<file path="config.mk">
export PLATFORM = sky130hd
export DESIGN_NAME = data_mem_lsu_flat
export DESIGN_NICKNAME = d
export VERILOG_FILES = /design/src/rtl/data_mem_lsu_if.sv /design/src/rtl/data_mem_lsu.sv /design/src/flat_wrapper.sv
export SDC_FILE = /design/constraint.sdc
export NUM_CORES = 1
export LEC_CHECK = 0
export ABC_AREA = 1
export ABC_CLOCK_PERIOD_IN_PS = 4450
export CAP_MARGIN = 20
export CORE_MARGIN = 10
export CORE_UTILIZATION = 48
export CTS_CLUSTER_DIAMETER = 150
export DETAILED_ROUTE_END_ITERATION = 8
export GPL_ROUTABILITY_DRIVEN = 0
export PLACE_DENSITY = 0.9
export SLEW_MARGIN = 20
export SYNTH_ARGS = -nofsm -noshare
export SYNTH_HDL_FRONTEND = slang
export SYNTH_SLANG_ARGS = --single-unit
</file>
<file path="constraint.sdc">
create_clock -name clk -period 4.45 [get_ports clk]
set_input_delay 1.1125 -clock clk [delete_from_list [all_inputs] [get_ports clk]]
set_output_delay 1.1125 -clock clk [all_outputs]
set_load 0.02 [all_outputs]
</file>
<file path="src/rtl/data_mem_lsu_if.sv">
// Bundle of the LSU request/response handshake and the data-memory req/gnt/rvalid bus.
// Latency: none (wires only).
// Backpressure: lsu_ready_o stalls the writeback stage; data_gnt_i stalls the bus request.
interface data_mem_lsu_if #(
    parameter int WORD_WIDTH = 32
);
    // Writeback-stage side
    logic                  lsu_valid_i;
    logic [1:0]            lsu_ctrl_i;
    logic                  lsu_we_i;
    logic                  lsu_sext_i;
    logic [WORD_WIDTH-1:0] lsu_addr_i;
    logic [WORD_WIDTH-1:0] lsu_wdata_i;
    logic                  lsu_ready_o;
    logic [WORD_WIDTH-1:0] lsu_rdata_o;
    logic                  lsu_rvalid_o;
    logic                  lsu_err_o;

    // Data-memory bus side
    logic                  data_req_o;
    logic [WORD_WIDTH-1:0] data_addr_o;
    logic                  data_we_o;
    logic [3:0]            data_be_o;
    logic [WORD_WIDTH-1:0] data_wdata_o;
    logic [WORD_WIDTH-1:0] data_rdata_i;
    logic                  data_rvalid_i;
    logic                  data_gnt_i;

    // The LSU itself: consumes pipeline requests, drives the memory bus
    modport master (
        input  lsu_valid_i, lsu_ctrl_i, lsu_we_i, lsu_sext_i, lsu_addr_i, lsu_wdata_i,
        output lsu_ready_o, lsu_rdata_o, lsu_rvalid_o, lsu_err_o,
        output data_req_o, data_addr_o, data_we_o, data_be_o, data_wdata_o,
        input  data_rdata_i, data_rvalid_i, data_gnt_i
    );

    // Environment view: pipeline plus memory
    modport slave (
        output lsu_valid_i, lsu_ctrl_i, lsu_we_i, lsu_sext_i, lsu_addr_i, lsu_wdata_i,
        input  lsu_ready_o, lsu_rdata_o, lsu_rvalid_o, lsu_err_o,
        input  data_req_o, data_addr_o, data_we_o, data_be_o, data_wdata_o,
        output data_rdata_i, data_rvalid_i, data_gnt_i
    );
endinterface

</file>
<file path="src/rtl/data_mem_lsu.sv">
// Single-outstanding load/store unit: byte-lane formatting, req/gnt/rvalid bus, load align/extend.
// Latency: best case 3 cycles from accept to lsu_rvalid_o (req+gnt, rvalid, result pulse).
// Backpressure: lsu_ready_o low outside IDLE; request held until data_gnt_i. Option: MISALIGN_TRAP_EN.
module data_mem_lsu #(
    parameter int WORD_WIDTH = 32
) (
    input  logic           clk,
    input  logic           rst_n,
    data_mem_lsu_if.master bus
);

    typedef enum logic [1:0] {
        S_IDLE = 2'b00,
        S_REQ  = 2'b01,
        S_WAIT = 2'b10
    } state_t;

    localparam logic [1:0] SZ_BYTE = 2'b01;
    localparam logic [1:0] SZ_HALF = 2'b10;
    localparam logic [1:0] SZ_WORD = 2'b11;

    state_t                r_state;
    logic [1:0]            r_size;
    logic [1:0]            r_off;
    logic                  r_sext;
    logic                  r_we;
    logic                  r_req;
    logic [WORD_WIDTH-1:0] r_addr;
    logic [3:0]            r_be;
    logic [WORD_WIDTH-1:0] r_wdata;
    logic [WORD_WIDTH-1:0] r_rdata;
    logic                  r_rvalid;

    logic                  w_accept;
    logic                  w_misalign;
    logic [1:0]            w_off;
    logic [3:0]            w_be;
    logic [WORD_WIDTH-1:0] w_wdata;
    logic [WORD_WIDTH-1:0] w_shift;
    logic [WORD_WIDTH-1:0] w_load;

    assign w_accept = bus.lsu_valid_i && (r_state == S_IDLE) && (bus.lsu_ctrl_i != 2'b00);

`ifdef MISALIGN_TRAP_EN
    logic r_err;
    assign w_misalign = ((bus.lsu_ctrl_i == SZ_HALF) && bus.lsu_addr_i[0]) ||
                        ((bus.lsu_ctrl_i == SZ_WORD) && (bus.lsu_addr_i[1:0] != 2'b00));
    assign bus.lsu_err_o = r_err;
`else
    assign w_misalign    = 1'b0;
    assign bus.lsu_err_o = 1'b0;
`endif

    // Lane offset, byte enables and lane-replicated store data; half/word drop low address bits
    always_comb begin
        w_off   = 2'b00;
        w_be    = 4'b0000;
        w_wdata = bus.lsu_wdata_i;
        case (bus.lsu_ctrl_i)
            SZ_BYTE: begin
                w_off   = bus.lsu_addr_i[1:0];
                w_be    = 4'b0001 << bus.lsu_addr_i[1:0];
                w_wdata = {4{bus.lsu_wdata_i[7:0]}};
            end
            SZ_HALF: begin
                w_off   = {bus.lsu_addr_i[1], 1'b0};
                w_be    = 4'b0011 << {bus.lsu_addr_i[1], 1'b0};
                w_wdata = {2{bus.lsu_wdata_i[15:0]}};
            end
            SZ_WORD: begin
                w_off   = 2'b00;
                w_be    = 4'b1111;
                w_wdata = bus.lsu_wdata_i;
            end
            default: begin
                w_off   = 2'b00;
                w_be    = 4'b0000;
                w_wdata = bus.lsu_wdata_i;
            end
        endcase
    end

    // Bring the addressed lane down to bit 0 and extend byte/half results
    always_comb begin
        w_shift = bus.data_rdata_i >> {r_off, 3'b000};
        case (r_size)
            SZ_BYTE: w_load = {{(WORD_WIDTH-8){r_sext & w_shift[7]}}, w_shift[7:0]};
            SZ_HALF: w_load = {{(WORD_WIDTH-16){r_sext & w_shift[15]}}, w_shift[15:0]};
            default: w_load = w_shift;
        endcase
    end

    // Control FSM; every output is a register so the bus sees glitch-free, stable values
    always_ff @(posedge clk or negedge rst_n) begin
        if (!rst_n) begin
            r_state  <= S_IDLE;
            r_size   <= 2'b00;
            r_off    <= 2'b00;
            r_sext   <= 1'b0;
            r_we     <= 1'b0;
            r_req    <= 1'b0;
            r_addr   <= '0;
            r_be     <= 4'b0000;
            r_wdata  <= '0;
            r_rdata  <= '0;
            r_rvalid <= 1'b0;
`ifdef MISALIGN_TRAP_EN
            r_err    <= 1'b0;
`endif
        end else begin
            r_rvalid <= 1'b0;
`ifdef MISALIGN_TRAP_EN
            r_err    <= 1'b0;
`endif
            case (r_state)
                S_IDLE: begin
                    if (w_accept) begin
                        if (w_misalign) begin
                            // Rejected before reaching the bus; the unit stays idle
`ifdef MISALIGN_TRAP_EN
                            r_err <= 1'b1;
`endif
                        end else begin
                            r_size  <= bus.lsu_ctrl_i;
                            r_off   <= w_off;
                            r_sext  <= bus.lsu_sext_i;
                            r_we    <= bus.lsu_we_i;
                            r_addr  <= {bus.lsu_addr_i[WORD_WIDTH-1:2], 2'b00};
                            r_be    <= w_be;
                            r_wdata <= w_wdata;
                            r_req   <= 1'b1;
                            r_state <= S_REQ;
                        end
                    end
                end
                S_REQ: begin
                    // rvalid here cannot belong to this request and is dropped
                    if (bus.data_gnt_i) begin
                        r_req   <= 1'b0;
                        r_state <= S_WAIT;
                    end
                end
                S_WAIT: begin
                    if (bus.data_rvalid_i) begin
                        if (!r_we) begin
                            r_rdata <= w_load;
                        end
                        r_rvalid <= 1'b1;
                        r_state  <= S_IDLE;
                    end
                end
                default: begin
                    r_req   <= 1'b0;
                    r_state <= S_IDLE;
                end
            endcase
        end
    end

    assign bus.lsu_ready_o  = (r_state == S_IDLE);
    assign bus.lsu_rdata_o  = r_rdata;
    assign bus.lsu_rvalid_o = r_rvalid;
    assign bus.data_req_o   = r_req;
    assign bus.data_addr_o  = r_addr;
    assign bus.data_we_o    = r_we;
    assign bus.data_be_o    = r_be;
    assign bus.data_wdata_o = r_wdata;

endmodule
</file>
<file path="src/flat_wrapper.sv">
// flat-port wrapper written by rule: the top's interface ports become plain ports
module data_mem_lsu_flat 
#(
    parameter int WORD_WIDTH = 32
)
  (clk, rst_n, bus_lsu_valid_i, bus_lsu_ctrl_i, bus_lsu_we_i, bus_lsu_sext_i, bus_lsu_addr_i, bus_lsu_wdata_i, bus_lsu_ready_o, bus_lsu_rdata_o, bus_lsu_rvalid_o, bus_lsu_err_o, bus_data_req_o, bus_data_addr_o, bus_data_we_o, bus_data_be_o, bus_data_wdata_o, bus_data_rdata_i, bus_data_rvalid_i, bus_data_gnt_i);
  data_mem_lsu_if #(.WORD_WIDTH(WORD_WIDTH)) bus_i ();
  input  logic clk;
  input  logic rst_n;
  input wire logic [$bits(bus_i.lsu_valid_i)-1:0] bus_lsu_valid_i;
  input wire logic [$bits(bus_i.lsu_ctrl_i)-1:0] bus_lsu_ctrl_i;
  input wire logic [$bits(bus_i.lsu_we_i)-1:0] bus_lsu_we_i;
  input wire logic [$bits(bus_i.lsu_sext_i)-1:0] bus_lsu_sext_i;
  input wire logic [$bits(bus_i.lsu_addr_i)-1:0] bus_lsu_addr_i;
  input wire logic [$bits(bus_i.lsu_wdata_i)-1:0] bus_lsu_wdata_i;
  output wire logic [$bits(bus_i.lsu_ready_o)-1:0] bus_lsu_ready_o;
  output wire logic [$bits(bus_i.lsu_rdata_o)-1:0] bus_lsu_rdata_o;
  output wire logic [$bits(bus_i.lsu_rvalid_o)-1:0] bus_lsu_rvalid_o;
  output wire logic [$bits(bus_i.lsu_err_o)-1:0] bus_lsu_err_o;
  output wire logic [$bits(bus_i.data_req_o)-1:0] bus_data_req_o;
  output wire logic [$bits(bus_i.data_addr_o)-1:0] bus_data_addr_o;
  output wire logic [$bits(bus_i.data_we_o)-1:0] bus_data_we_o;
  output wire logic [$bits(bus_i.data_be_o)-1:0] bus_data_be_o;
  output wire logic [$bits(bus_i.data_wdata_o)-1:0] bus_data_wdata_o;
  input wire logic [$bits(bus_i.data_rdata_i)-1:0] bus_data_rdata_i;
  input wire logic [$bits(bus_i.data_rvalid_i)-1:0] bus_data_rvalid_i;
  input wire logic [$bits(bus_i.data_gnt_i)-1:0] bus_data_gnt_i;
  assign bus_i.lsu_valid_i = bus_lsu_valid_i;
  assign bus_i.lsu_ctrl_i = bus_lsu_ctrl_i;
  assign bus_i.lsu_we_i = bus_lsu_we_i;
  assign bus_i.lsu_sext_i = bus_lsu_sext_i;
  assign bus_i.lsu_addr_i = bus_lsu_addr_i;
  assign bus_i.lsu_wdata_i = bus_lsu_wdata_i;
  assign bus_lsu_ready_o = bus_i.lsu_ready_o;
  assign bus_lsu_rdata_o = bus_i.lsu_rdata_o;
  assign bus_lsu_rvalid_o = bus_i.lsu_rvalid_o;
  assign bus_lsu_err_o = bus_i.lsu_err_o;
  assign bus_data_req_o = bus_i.data_req_o;
  assign bus_data_addr_o = bus_i.data_addr_o;
  assign bus_data_we_o = bus_i.data_we_o;
  assign bus_data_be_o = bus_i.data_be_o;
  assign bus_data_wdata_o = bus_i.data_wdata_o;
  assign bus_i.data_rdata_i = bus_data_rdata_i;
  assign bus_i.data_rvalid_i = bus_data_rvalid_i;
  assign bus_i.data_gnt_i = bus_data_gnt_i;
  data_mem_lsu #(.WORD_WIDTH(WORD_WIDTH)) u_core (.clk(clk), .rst_n(rst_n), .bus(bus_i));
endmodule
</file>
==> out/metrics.yaml <==
synthesis:
  yosysTopAreaCell: "dfrtp_1"
  synth_top_area_share_pct: 50.3
  ys_seq_area_share_pct: 50.3
  yosys_warnings: 0
  syn_inst: 696
  ys_types: 29
  avgSynthCellArea_sq_um: 7.72
  syn_area_sq_mm: 0.00537
  synth_area_leaders: "dfrtp_1 50%, nand2_1 18%, a21oi_1 5.1%, nor2_1 4.8%, nand3_1 4.8%"
  synth-seq-cells: 108
drt:
  totalWireLength_mm: 17.6
  drtAntennaViolNets: 0
  viasPerCell: 5.15
  first_pass_iters: 5
  drt_iter0_drc: 558
  vias: 5282
  drc: 0
  wl_per_cell_um: 17.2
sta:
  fin_tns_setup_ps: 0
  max_freq_ghz: 0.351
  hold_viol_final: 0
  rsz0062_at_grt: "no"
  setup_viol: 0
  hold_slack_ps: 484
  skew_ps: 20.5
  maxSlewViolCount: 0
  setup_slack_ps: 1600
  fin_crit_sh_pct: 64.1
  relSlewSlack_pct: 32.7
  worstMarginPinSlew_ps: 1010
  period_minus_slack_ps: 2850
clocking:
  clkLatencyLatePin_ps: 380
  numCtsBuffers: 9
  cts.repair.resized: 0
  root_buffer: "clkbuf_8"
  cts_tree: "done"
  clock_sinks: 108
  clkTransAtPathRegs_ps: 120
  cts_buffer_depth: 2
  cts_setup_buffers: 0
  cts_max_level: 3
  cts_hold_buf: 0
finish:
  area_growth_pct: 41.7
  final_cell_mix: "253 x nand2_1, 205 x clkdlybuf4s50_1, 108 x dfrtp_1, 69 x nor2_1, 55 x a21oi_1"
  n_antenna_cell: 0
  multi_input_comb_area_sq_mm: 0.00224
  post-route-util_pct: 69.9
  final_common_cell: "nand2_1"
  fillerInstances: 860
  final_layout_size_suffix_gt1_share_pct: 4.18
  layout.area.seq_sq_mm: 0.00270
  fin_nets: 992
placed_design:
  port_buffers: 206
  dpl_worst_slack_ps: 1230
  dp_hpwl_mm: 13.2
min_path:
  min_path_type: "register to register"
floorplanning:
  die_h_um: 126
  core-area_sq_mm: 0.0109
  die_area_sq_mm: 0.0158
  initial_core_util_pct: 49.3
  fp.dieW_um: 126
  row_count: 38
  ios: 210
run:
  maxCapViolCount: 0
setup_path:
  start_kind: "input pin"
  crit_fanout: 25
  required_ps: 4750
  crit_type: "input pin to register"
  crit_arrival_ps: 3150
  worstSetupEndpointType: "register"
grt:
  track_usage_pct: 21.6
  antenna_found_initial: 0
  grt_pass1_wl_mm: 28.1
  grt_pass1_vias: 5461
  grt_start_max_net_pins: 89
  overflow: 0
power_and_ir_drop:
  pwr_density_cell_mw_per_mm2: 685
  ir_worst_vdd_v: 0.000557
  p_leak_nw: 3.65
run_status:
  outcome: "finished clean"
-- power breakdown --
part,leakage (nW),switching [W],internal [W]
registers,1.30,0.000311,0.00146
clock network,0.106,0.000363,0.000286
logic,2.24,0.00156,0.00123
total,3.65,0.00223,0.00298
-- synth_stat cells, drive strengths merged --
master and number:
clkbuf 7, nand3b 1, nand4 1, nand2 256, inv 49, ha 7
dfrtp 108, nor2 71, a22o 2, a21oi 55, conb 1, a31oi 1
o211ai 7, or2 17, nand3 53, o31ai 1, buf 33, o21ai 26
-- flip-flops by register name, summed over array words and instances, names as in the netlist --
signal and cells:
u_core.r_sext 1, u_core.bus.data_be_o 4, u_core.r_off 2, u_core.r_state 2
u_core.r_size 2, u_core.bus.lsu_rvalid_o 1, u_core.bus.data_wdata_o 32, u_core.bus.data_addr_o 30
u_core.bus.data_req_o 1, u_core.bus.lsu_rdata_o 32, u_core.bus.data_we_o 1
-- final timing paths --
kind	from	endpoint	slack, ps	depth (start not counted)
worst min register to register	u_core.bus.data_req_o$_DFFE_PN0P_	u_core.bus.data_req_o$_DFFE_PN0P_	480	2
min in group asynchronous	rst_n	u_core.bus.lsu_rdata_o[21]$_DFFE_PN0P_	890	1
worst max register to register	u_core.r_off[0]$_DFFE_PN0P_	u_core.bus.lsu_rdata_o[10]$_DFFE_PN0P_	2100	8
worst max-delay path	bus_lsu_ctrl_i[0]	u_core.bus.data_wdata_o[13]$_DFFE_PN0P_	1600	7
max in group asynchronous	rst_n	u_core.bus.data_be_o[2]$_DFFE_PN0P_	2670	2
worst min-delay path	u_core.bus.data_req_o$_DFFE_PN0P_	u_core.bus.data_req_o$_DFFE_PN0P_	480	2
-- final cells by class --
cell class / count / share of cell area, %
tap: 140 / 2.30
timing repair buffer: 211 / 27.5
inverter: 49 / 2.45
sequential: 108 / 35.5
multi-input combinational: 501 / 29.4
clock inverter: 6 / 0.986
clock buffer: 10 / 1.81
-- metal layers --
metal	GRT usage, %	wire length, um	up-vias
met2	35.5	8210	245
met1	24.7	6880	2479
met4	5.83	242	0
met3	10.4	2260	15
met5	0	0	-
li1	-	-	2543
-- logic make-up (layout without fill, tap and decap cells) --
group | Yosys count | after routing | synth area share (%)
AO/OA/AOI/OAI | 92 | 92 | 9.11
other | 1 | 3 | 0.0698
buffers and inverters | 89 | 276 | 8.17
AND/OR/NAND/NOR | 399 | 399 | 30.7
flip-flops | 108 | 108 | 50.3
adder cells (fa/ha/maj) | 7 | 7 | 1.63
-- worst max-delay path, cell delays in order --
cell,delay (ps)
clkdlybuf4s50_1,500
inv_1,100
ha_1,300
buf_4,200
inv_1,580
a21oi_1,150
a21oi_1,200
-- per-stage QoR --
step                area (sq um)  cells  total power (W)
finish                      7610   1025          0.00521
floorplan                   5380    698          0.00323
global route                7610   1025          0.00558
global placement            7400   1009          0.00454
detailed placement          7400   1009          0.00460
CTS                         7610   1025          0.00526
(Power assumes the default switching activity.)
